$ cat src/rtl/motor_pwm_driver_if.sv
// Command/PWM bundle for the motor PWM driver: the controller drives the
// enable and commands, and the driver returns the PWM and status signals.
interface motor_pwm_driver_if #(
    parameter int cmd_l = 4
);
    logic             en;
    logic [cmd_l-1:0] speed_cmd;
    logic [cmd_l-1:0] dir_cmd;
    logic             pwm_l;
    logic             pwm_r;
    logic [cmd_l-1:0] duty_l;
    logic [cmd_l-1:0] duty_r;
    logic             period_end;
    logic             busy;

    modport master (
        output en, speed_cmd, dir_cmd,
        input  pwm_l, pwm_r, duty_l, duty_r, period_end, busy
    );

    modport slave (
        input  en, speed_cmd, dir_cmd,
        output pwm_l, pwm_r, duty_l, duty_r, period_end, busy
    );
endinterface

$ cat src/rtl/motor_pwm_driver.sv
// Differential-drive PWM generator: mixes speed/direction into clamped left/right
// duties, applies them per PWM period, and drains the running period on disable.
module motor_pwm_driver #(
    parameter int cmd_l       = 4,
    parameter int def_dir_cmd = 8,
    parameter int presc       = 4
) (
    input  logic               clk,
    input  logic               rst,
    motor_pwm_driver_if.slave  bus
);
    localparam int MAX = (1 << cmd_l) - 1;
    localparam int W   = cmd_l + 2;
    localparam int PW  = (presc > 1) ? $clog2(presc) : 1;

    localparam logic signed [W-1:0] DEF_DIR   = W'(def_dir_cmd);
    localparam logic [PW-1:0]       PRE_LAST  = PW'(presc - 1);
    localparam logic [cmd_l-1:0]    SLOT_LAST = cmd_l'(MAX - 1);

    typedef enum logic [1:0] {S_OFF, S_RUN, S_DRAIN} state_t;

    state_t           state_q, state_d;
    logic [PW-1:0]    pre_q, pre_d;
    logic [cmd_l-1:0] slot_q, slot_d;
    logic [cmd_l-1:0] duty_l_q, duty_l_d;
    logic [cmd_l-1:0] duty_r_q, duty_r_d;

    logic signed [W-1:0] turn, left_raw, right_raw;
    logic [cmd_l-1:0]    mix_l, mix_r;
    logic                active, tick, period_end;

    // Headroom of two bits keeps speed +/- turn exact before clamping.
    function automatic logic [cmd_l-1:0] clamp(input logic signed [W-1:0] v);
        if (v[W-1])
            return '0;
        else if (v[cmd_l])
            return cmd_l'(MAX);
        else
            return v[cmd_l-1:0];
    endfunction

    always_comb begin
        turn      = $signed({2'b00, bus.dir_cmd}) - DEF_DIR;
        left_raw  = $signed({2'b00, bus.speed_cmd}) + turn;
        right_raw = $signed({2'b00, bus.speed_cmd}) - turn;
        mix_l     = clamp(left_raw);
        mix_r     = clamp(right_raw);
    end

    assign active     = (state_q != S_OFF);
    assign tick       = (pre_q == PRE_LAST);
    assign period_end = active && tick && (slot_q == SLOT_LAST);

    always_comb begin
        state_d  = state_q;
        pre_d    = pre_q;
        slot_d   = slot_q;
        duty_l_d = duty_l_q;
        duty_r_d = duty_r_q;

        if (active) begin
            pre_d = tick ? '0 : pre_q + PW'(1);
            if (tick)
                slot_d = (slot_q == SLOT_LAST) ? '0 : slot_q + cmd_l'(1);
        end

        case (state_q)
            S_OFF: begin
                pre_d    = '0;
                slot_d   = '0;
                duty_l_d = '0;
                duty_r_d = '0;
                if (bus.en) begin
                    state_d  = S_RUN;
                    duty_l_d = mix_l;
                    duty_r_d = mix_r;
                end
            end
            S_RUN: begin
                if (!bus.en)
                    state_d = S_DRAIN;
                else if (period_end) begin
                    duty_l_d = mix_l;
                    duty_r_d = mix_r;
                end
            end
            S_DRAIN: begin
                if (period_end) begin
                    state_d  = S_OFF;
                    duty_l_d = '0;
                    duty_r_d = '0;
                end
            end
            default: state_d = S_OFF;
        endcase
    end

    always_ff @(posedge clk) begin
        if (!rst) begin
            state_q  <= S_OFF;
            pre_q    <= '0;
            slot_q   <= '0;
            duty_l_q <= '0;
            duty_r_q <= '0;
        end else begin
            state_q  <= state_d;
            pre_q    <= pre_d;
            slot_q   <= slot_d;
            duty_l_q <= duty_l_d;
            duty_r_q <= duty_r_d;
        end
    end

    assign bus.pwm_l      = active && (slot_q < duty_l_q);
    assign bus.pwm_r      = active && (slot_q < duty_r_q);
    assign bus.duty_l     = duty_l_q;
    assign bus.duty_r     = duty_r_q;
    assign bus.period_end = period_end;
    assign bus.busy       = active;
endmodule

$ cat src/flat_wrapper.sv
// flat-port wrapper written by rule: the top's interface ports become plain ports
module motor_pwm_driver_flat 
#(
    parameter int cmd_l       = 4,
    parameter int def_dir_cmd = 8,
    parameter int presc       = 4
)
  (clk, rst, bus_en, bus_speed_cmd, bus_dir_cmd, bus_pwm_l, bus_pwm_r, bus_duty_l, bus_duty_r, bus_period_end, bus_busy);
  motor_pwm_driver_if #(.cmd_l(cmd_l)) bus_i ();
  input  logic clk;
  input  logic rst;
  input wire logic [$bits(bus_i.en)-1:0] bus_en;
  input wire logic [$bits(bus_i.speed_cmd)-1:0] bus_speed_cmd;
  input wire logic [$bits(bus_i.dir_cmd)-1:0] bus_dir_cmd;
  output wire logic [$bits(bus_i.pwm_l)-1:0] bus_pwm_l;
  output wire logic [$bits(bus_i.pwm_r)-1:0] bus_pwm_r;
  output wire logic [$bits(bus_i.duty_l)-1:0] bus_duty_l;
  output wire logic [$bits(bus_i.duty_r)-1:0] bus_duty_r;
  output wire logic [$bits(bus_i.period_end)-1:0] bus_period_end;
  output wire logic [$bits(bus_i.busy)-1:0] bus_busy;
  assign bus_i.en = bus_en;
  assign bus_i.speed_cmd = bus_speed_cmd;
  assign bus_i.dir_cmd = bus_dir_cmd;
  assign bus_pwm_l = bus_i.pwm_l;
  assign bus_pwm_r = bus_i.pwm_r;
  assign bus_duty_l = bus_i.duty_l;
  assign bus_duty_r = bus_i.duty_r;
  assign bus_period_end = bus_i.period_end;
  assign bus_busy = bus_i.busy;
  motor_pwm_driver #(.cmd_l(cmd_l), .def_dir_cmd(def_dir_cmd), .presc(presc)) u_core (.clk(clk), .rst(rst), .bus(bus_i));
endmodule
$ cat config.mk
export PLATFORM = sky130hd
export DESIGN_NAME = motor_pwm_driver_flat
export DESIGN_NICKNAME = d
export VERILOG_FILES = /design/src/rtl/motor_pwm_driver_if.sv /design/src/rtl/motor_pwm_driver.sv /design/src/flat_wrapper.sv
export SDC_FILE = /design/constraint.sdc
export NUM_CORES = 1
export LEC_CHECK = 0
export ABC_CLOCK_PERIOD_IN_PS = 4400
export CAP_MARGIN = 25
export CORE_MARGIN = 1
export CORE_UTILIZATION = 40
export DETAILED_ROUTE_END_ITERATION = 10
export PLACE_DENSITY = 0.59
export SYNTH_ARGS = -nofsm -noshare
export SYNTH_HDL_FRONTEND = slang
export SYNTH_SLANG_ARGS = --single-unit
$ cat constraint.sdc
create_clock -name clk -period 4.4 [get_ports clk]
set_input_delay 0.44 -clock clk [delete_from_list [all_inputs] [get_ports clk]]
set_output_delay 0.44 -clock clk [all_outputs]
set_load 0.02 [all_outputs]
* Word level (Yosys, flattened, before mapping)
Index checks and enable logic that the tools add are counted.
Storage, ports and cells: register bits after elaboration 16, bits in latches 0, memory bits (writable) 0, ROM bits 0, input bits 11, output and inout bits 12, word-level logic and storage cells 52, memories 0
Cells by class: add/sub/neg operators 5, $mul 0, divide/modulo/power cells 0, $lt $le $gt $ge 2, equal/unequal tests 9, shift-type cells 0, multiplexer cells 19, bitwise operators 1, reduce and logical (&&, ||, !) cells 11
Operators by type and width (count):
- 4-bit 2-to-1 mux | 12
- 4-bit one-hot mux with 3 select lines | 2
- 2-bit != test, second input constant | 5
- 4-bit < comparator | 2
- 2-bit 2-to-1 mux | 4
- 5-bit by 6-bit adder with 6-bit output | 1
- 2-bit one-hot mux with 3 select lines | 1
- 5-bit by 6-bit subtractor with 6-bit output | 1
- 4-bit by 4-bit subtractor with 5-bit output, second input constant | 1
- 4-bit by 1-bit adder with 4-bit output, second input constant | 1
- 2-bit equality test, second input constant | 2
- 4-bit equality test, second input constant | 1
- 1-bit logical AND | 4
- 4-bit AND reduction | 1
- 3-bit AND reduction | 1
- 3-bit nonzero test | 1
- 2-bit by 1-bit adder with 2-bit output, second input constant | 1
- 2-bit by 1-bit equality test with 1-bit output, second input constant | 1
- 2-bit logical NOT | 1
- 2-bit AND reduction | 1
- 2-bit nonzero test | 1
- 2-bit OR reduction | 1
- 1-bit NOT | 1

* Longest topological paths before layout
Gate-level depths: netlist of run 1.
depth in word-level cells 7, gate-level depth with buffers 10, depth with buffers taken out 10

* Worst setup path after synthesis of run 1
OpenSTA, ideal clock, no wires.
kind flip-flop to output port, start point reg u_core.duty_l_q[1] (netlist: u_core.bus.duty_l[1]), end point out bus_pwm_l, arrival 1672 ps, required time 3960 ps, setup slack 2288 ps, stages on the path, launching flop included 6, buffers on the path 0, cells stage by stage dfxtp_1 > inv_1 > ha_1 > a21o_1 > a21o_1 > a211oi_1
Between the ends: word-level cells in the longest chain between the ends 2
RTL lines:
- start, declared | RTL line motor_pwm_driver.sv:25 | logic [cmd_l-1:0] duty_l_q, duty_l_d;
- start signal, assigned | RTL line motor_pwm_driver.sv:109 | duty_l_q <= duty_l_d;
- 4-bit < comparator | RTL line motor_pwm_driver.sv:114 | assign bus.pwm_l = active && (slot_q < duty_l_q);
- 1-bit logical AND | RTL line motor_pwm_driver.sv:114
- end, declared | RTL line flat_wrapper.sv:15 | output wire logic [$bits(bus_i.pwm_l)-1:0] bus_pwm_l;
No other way between the ends.

* Worst setup path after layout of run 1
start point reg u_core.state_q[1], end point out bus_period_end
Between the ends: word-level cells in the longest chain between the ends 3
RTL lines:
- start, declared | RTL line motor_pwm_driver.sv:22 | state_t state_q, state_d;
- start signal, assigned | RTL line motor_pwm_driver.sv:106 | state_q <= state_d;
- 2-bit nonzero test | RTL line motor_pwm_driver.sv:50 | assign active = (state_q != S_OFF);
- 1-bit logical AND (2 in a row) | RTL line motor_pwm_driver.sv:52 | assign period_end = active && tick && (slot_q == SLOT_LAST);
- end, declared | RTL line flat_wrapper.sv:19 | output wire logic [$bits(bus_i.period_end)-1:0] bus_period_end;
No other way between the ends.

==> impl_results.md, run 1 <==
* FFs w/ async S/R, synth at 0%
* HP Class: flop to flop
* Largest net degree at the start of global routing at 13
* Cells after DPL at approximately 220
* Cell mode on critical path: inv_1
* Chip Height at 59.6 um
* Drt first pass iters at 4
* Final Max Slew Viols at 0
* Mapped Area at around 1300 um2
* Setup repair bufs after CTS at 0
* Vias in the first global route at 1,154
* Worst reg-to-reg path cell count at 8
* Synth Area in Compound Gates at 21.6%
* Wire per inst at between 10 and 15 um
* Top Ports at 23
* Mux share of post-synthesis cell area at 0%
* Hold Crit Depth at 1
* Net count after synthesis at 186
* Syn Inst Count at 152
* Dpl ws at 1.79 ns
* Aggregate global-route resource usage at 18.2%
* Clock power share at 23.7%
* Outcome: finished clean
* Most used flip-flop cell after synthesis: dfxtp_1
* CP Max Fanout at 7
* Die area at 3560 um2
* Num Clock Sinks at 16
* Post-Synth XOR/XNOR Area at approximately 5.3%
* Seq/Total Area, Yosys at 24.1%
* Power per cell area at 254 nW/um2
* Vias at 1,126
* Sw frac at approximately a third
* Post-Synth Adder-Cell Area at a little under a quarter
* Initial antenna violation count at 0
* Hold_buf cts at 0
* Avg Inst Size Synth at 8.74 um2
* CTS Buffer Depth at 2
* WHS Endpoint: u_core.pre_q[0]
* Diodes inserted at 0
* Layout cell share with drive strength beyond 1 at 6.25%
* Slew HR at 72.7%
* Int Pwr at 0.280 mW
* Max frequency at roughly 360 MHz
* Cells resized by post-CTS repair at 0
* Max-cap violations at 0
* Synth top area share at around 24%
* CP peak stage delay at about 0.59 ns
* Critical path, cell by cell: inv_1 -> ha_1 -> nand2b_4 -> or3_4 -> inv_1 -> clkdlybuf4s50_1
* Peak VDD IR at between 0.15 and 0.2 mV
* Net Switching at 0.135 mW
* DR iter-0 viols at 42
* Reg-to-reg setup timing slack at 2.13 ns
* Post-synth top area cell: dfxtp_1
* Combinational family with the most area after synthesis: adder cells
* TritonCTS Buffers at 3
* DRC viols at 0
* Port Buffer Count at 22
* Row Count at 20
* DP HPWL at 2.23 mm
* CTS clock-pin slew for the worst setup and hold paths at about 0.10 ns
* CP Class: flop to primary output
* Final nets at between 200 and 250
* GR Overflow Total at 0
* Total power at 0.415 mW
* Final setup violation count at 0
* Area of placed instances at 1600 um2
* Clk Latency, worst-skew pair at 0.28 ns
* Leakage power at 0.667 nW
* Setup ws final at 1.64 ns
* Commonest cells post-synth: 21 x ha_1, 17 x inv_1, 16 x dfxtp_1
* Cell area after layout at 1630 um2
* Worst path slowest cell: clkdlybuf4s50_1
* Via density at 5.12
* CTS tree: built
* Seq cells post-synth at 16
* CP endpoint kind: primary output
* First-pass GRT wire length at 4.93 mm
* WP data required at around 4.0 ns
* Final WL at 2.68 mm
* Post-layout util at a little over half
* RePlAce Congestion at 0.767
* Area fraction in and, or, nand and nor cells after synthesis at 20.9%
* Starting Density at 42.8%
* CP arrival at 2.32 ns
* Library cells used by synthesis at 32
* Hold Crit Start: u_core.pre_q[0]
* Combinational fraction of design power at between 30% and 40%
* Worst Skew at 0.000320 ns
* Area Growth Syn to Fin at 22.9%
* Layout Cells excl Fill at 220
* H-tree depth at 1
* Area contributors post-synth: dfxtp_1 24%, ha_1 20%, a32oi_1 5.3%
* Fin crit period at 2.76 ns
* RR Startpoint: u_core.state_q[1]
* CP Launch Type: flop
* Clock Tree Root: clkbuf_4
* Slew @ Worst Pin at 0.410 ns
* Core area at approximately 3100 um2
* Part of the power in registers at roughly 40%
* Die width at ~60 um
* Reg2reg end: u_core.bus.duty_r[0]
* Ys Warns at 0
* Count leader, synth: ha_1
* TNS Setup at 0 ns
* Antenna-violating nets left at 0
* Post-synth EDFFs at 0
* Final Hold Viols at 0
* WHS at 0.438 ns
* Crit share post-route at 62.7%
* RSZ-0062 raised after global routing: false
placed cells by master (no fill, tap or decap), types with 2 or more instances in the layout:
master           synthesis  layout
a21o_1                   5       5
xnor2_1                  6       6
a32oi_1                  8       8
dfxtp_1                 16      16
o21ai_0                  6       6
clkbuf_4                 0       3
clkdlybuf4s50_1          0      22
fa_1                     2       2
inv_1                   17      17
nand2_1                 11      11
a211oi_1                 2       2
a21oi_1                  9       9
nor2_1                   7       7
xor2_1                   2       2
nor2b_1                 11      11
nand2b_1                 8       8
nor3_1                   3       3
ha_1                    21      21
a21boi_0                 2       2
how the worst max path moves through the flow:
| stage | startpoint | to | slack [ns] | depth (start not counted) |
|---|---|---|---|---|
| finish | u_core.state_q[1] | bus_period_end | 1.64 | 6 |
| global route | u_core.state_q[0] | bus_period_end | 1.49 | 6 |
| CTS | u_core.state_q[0] | bus_period_end | 1.62 | 6 |
| detailed placement | bus_dir_cmd[0] | u_core.bus.duty_r[0] | 1.79 | 10 |
| global placement | bus_dir_cmd[3] | u_core.bus.duty_l[2] | 1.87 | 9 |
| floorplan | u_core.bus.duty_l[1] | bus_pwm_l | 2.29 | 5 |
power by group through the flow:
stage                     Sequential, mW  Clock, mW  Combinational [mW]
after floorplan                    0.170          0              0.0990
after global placement             0.165          0               0.152
after detailed placement           0.165          0               0.156
after CTS                          0.162      0.100               0.156
after global routing               0.163      0.105               0.174
final                              0.162     0.0983               0.155
registers in the layout, summed over array words and instances (netlist names):
signal             flops
u_core.bus.duty_l      4
u_core.bus.duty_r      4
u_core.pre_q           2
u_core.slot_q          4
u_core.state_q         2
area by class of cell:
type	instances	area, um2
Tap cell	44	55.1
Timing Repair Buffer	22	220
Inverter	17	63.8
Fill cell	318	1470
Multi-Input combinational cell	117	937
Clock buffer	4	36.3
Sequential cell	16	320
critical path: cells and delay by family, from the launching register on:
kind | cells | cell delay [ns]
buf+inv | 3 | 0.76
simple gates | 2 | 0.57
flops | 1 | 0.41
fa+ha+maj | 1 | 0.29
metal layers:
metal	part of all wire [%]	wire length [um]	GRT usage, %
met2	45	1210	30.0
met5	0	0	0
met3	2.7	73	3.93
met4	0.48	13	2.66
met1	52	1390	25.0
cells by family after synthesis:
| kind of cell | Yosys count |
|---|---|
| compound gates | 37 |
| xor+xnor | 8 |
| simple gates | 49 |
| fa+ha+maj | 23 |
| flops | 16 |
| buf+inv | 19 |
Note: power is estimated with default switching activity, not from simulation.
==> inputs of run 2 (changes only) <==
--- a/config.mk
+++ b/config.mk
@@ -5,7 +5,7 @@
 export SDC_FILE = /design/constraint.sdc
 export NUM_CORES = 1
 export LEC_CHECK = 0
-export ABC_CLOCK_PERIOD_IN_PS = 4400
+export ABC_CLOCK_PERIOD_IN_PS = 2800
 export CAP_MARGIN = 25
 export CORE_MARGIN = 1
 export CORE_UTILIZATION = 40
==> constraint.sdc (replaced) <==
create_clock -name clk -period 2.8 [get_ports clk]
set_input_delay 0.28 -clock clk [delete_from_list [all_inputs] [get_ports clk]]
set_output_delay 0.28 -clock clk [all_outputs]
set_load 0.02 [all_outputs]
==> results of run 2 <==
The final DEF is identical to that of run 1. Status: finished clean.
Among the figures that moved: setup slack after placement 1.79 ns -> 0.355 ns; setup slack after layout 1.64 ns -> 0.200 ns; register-to-register setup slack 2.13 ns -> 0.53 ns; total power 0.415 mW -> 0.653 mW; worst IR drop on VDD 0.150 mV -> 0.236 mV
==> inputs of run 3 (changes only) <==
--- a/config.mk
+++ b/config.mk
@@ -6,10 +6,11 @@
 export NUM_CORES = 1
 export LEC_CHECK = 0
 export ABC_CLOCK_PERIOD_IN_PS = 2800
-export CAP_MARGIN = 25
+export CAP_MARGIN = 20
 export CORE_MARGIN = 1
 export CORE_UTILIZATION = 40
 export DETAILED_ROUTE_END_ITERATION = 10
+export MAX_ROUTING_LAYER = met4
 export PLACE_DENSITY = 0.59
 export SYNTH_ARGS = -nofsm -noshare
 export SYNTH_HDL_FRONTEND = slang
==> impl_results.md, run 3 (synthesis results as in run 1) <==
* Cell mode on critical path: inv_1
* DRC viols at 0
* WP data required at 2.52 ns
* Fillers at 318
* Cells after DPL at 216
* Chip Height at 59.6 um
* Port Buffer Count at 22
* Setup repair bufs after CTS at 0
* GR Overflow Total at 0
* Peak VDD IR at 0.235 mV
* Slew HR at around 73%
* Combinational fraction of design power at 37.4%
* Final WL at 2.68 mm
* HP Class: flop to flop
* Dpl ws at between 0.3 and 0.4 ns
* Slew @ Worst Pin at 0.409 ns
* Clock Tree Root: clkbuf_4
* Initial antenna violation count at 0
* Num Clock Sinks at 16
* Diodes inserted at 0
* CTS Buffer Depth at 2
* DP HPWL at between 2 and 2.5 mm
* Clock power share at 23.7%
* CP Launch Type: flop
* RePlAce Congestion at about 0.8
* RSZ-0062 raised after global routing: false
* Leakage power at 0.667 nW
* Core area at about 3100 um2
* Net Switching at around 0.21 mW
* Setup ws final at 0.202 ns
* Starting Density at between 40% and 50%
* CP Max Fanout at 7
* Max-cap violations at 0
* Total power at 0.652 mW
* WHS at 0.437 ns
* Fin crit period at around 2.6 ns
* Aggregate global-route resource usage at 18.8%
* Wire per inst at 12.2 um
* Die width at a little under 60 um
* Sw frac at 32.6%
* Area of the multi-input gates at 937 um2
* Layout cell share with drive strength beyond 1 at 6.25%
* TNS Setup at 0 ns
* Worst Skew at 0.00198 ns
* Die area at 3560 um2
* CTS tree: built
* Most common cell after layout, fill and taps aside: clkdlybuf4s50_1
* Antenna-violating nets left at 0
* Hold_buf cts at 0
* Storage cell area at 320 um2
* CP Class: flop to primary output
* Int Pwr at 0.440 mW
* First-pass GRT wire length at between 4 and 5 mm
* Final Max Slew Viols at 0
* Power per cell area at 400 nW/um2
* CTS clock-pin slew for the worst setup and hold paths at 0.09 ns
* Clk Latency, worst-skew pair at 0.29 ns
* Drt first pass iters at 6
* Final Hold Viols at 0
* CP arrival at approximately 2.3 ns
* Largest net degree at the start of global routing at 13
* Top Ports at 23
* Worst path slowest cell: clkdlybuf4s50_1
* CP endpoint kind: primary output
* DR iter-0 viols at 42
* TritonCTS Buffers at 3
* Part of the power in registers at about two fifths
* Final setup violation count at 0
* Area Growth Syn to Fin at 22.9%
* Via density at 5.11
* Vias at 1,124
* Critical path, cell by cell: inv_1 -> ha_1 -> nand2b_4 -> or3_4 -> inv_1 -> clkdlybuf4s50_1
* H-tree depth at 1
* Outcome: finished clean
* Row Count at 20
* Vias in the first global route at 1,153
* Commonest cells after routing, fill and taps aside: 22 x clkdlybuf4s50_1, 21 x ha_1, 17 x inv_1
* Max frequency at 385 MHz
* Cells resized by post-CTS repair at 0
* Layout Cells excl Fill at 220
* CP peak stage delay at 0.59 ns
* Crit share post-route at 92.8%
* Final nets at 211
==> run 3: cell counts in the layout (fill, tap and decap cells not counted) <==
Identical to the previous run, type by type.
==> run 3: area by class of cell <==
type / instances / area share, %
clock buffers: 4 / 2.22
multi-input cells: 117 / 57.4
repair buffers: 22 / 13.5
well taps: 44 / 3.37
flip-flops and latches: 16 / 19.6
inverters: 17 / 3.91
==> run 3: worst max-delay path, delay by kind of cell, from the launching register on <==
family	cells	cell delay, ns
adders and majority gates	1	0.29
buffers and inverters	3	0.76
DFF	1	0.41
and+or+nand+nor	2	0.57
==> run 3: power by group through the flow <==
stage / Combinational [mW] / Clock, mW / Sequential [mW]
6_report: 0.244 / 0.154 / 0.254
5_1_grt: 0.273 / 0.165 / 0.257
4_1_cts: 0.246 / 0.157 / 0.255
3_5_place_dp: 0.245 / 0 / 0.260
3_3_place_gp: 0.239 / 0 / 0.259
2_1_floorplan: 0.156 / 0 / 0.268
==> run 3: worst paths after layout <==
path                startpoint  depth (start not counted)  slack [ns]                   end
max reg2reg  u_core.state_q[1]                          8        0.53  u_core.bus.duty_r[0]
max          u_core.state_q[1]                          6        0.20        bus_period_end
min reg2reg    u_core.pre_q[0]                          1        0.44       u_core.pre_q[0]
min            u_core.pre_q[0]                          1        0.44       u_core.pre_q[0]
==> run 3: through the flow <==
stage          util (%)  cell area, um2
2_1_floorplan         -            1330
3_3_place_gp       51.5            1600
3_5_place_dp       51.5            1600
4_1_cts            52.6            1630
5_1_grt            52.6            1630
6_report           52.6            1630
==> run 3: layer usage <==
layer  wire length (um)  global-route usage, %  share of wire (%)  up-vias
met5                  0                      -                  0        -
met4                 12                   2.66               0.45        0
met1               1390                   25.0                 52      534
li1                   -                      -                  -      573
met2               1210                   30.0                 45       15
met3                 71                   3.93                2.7        2
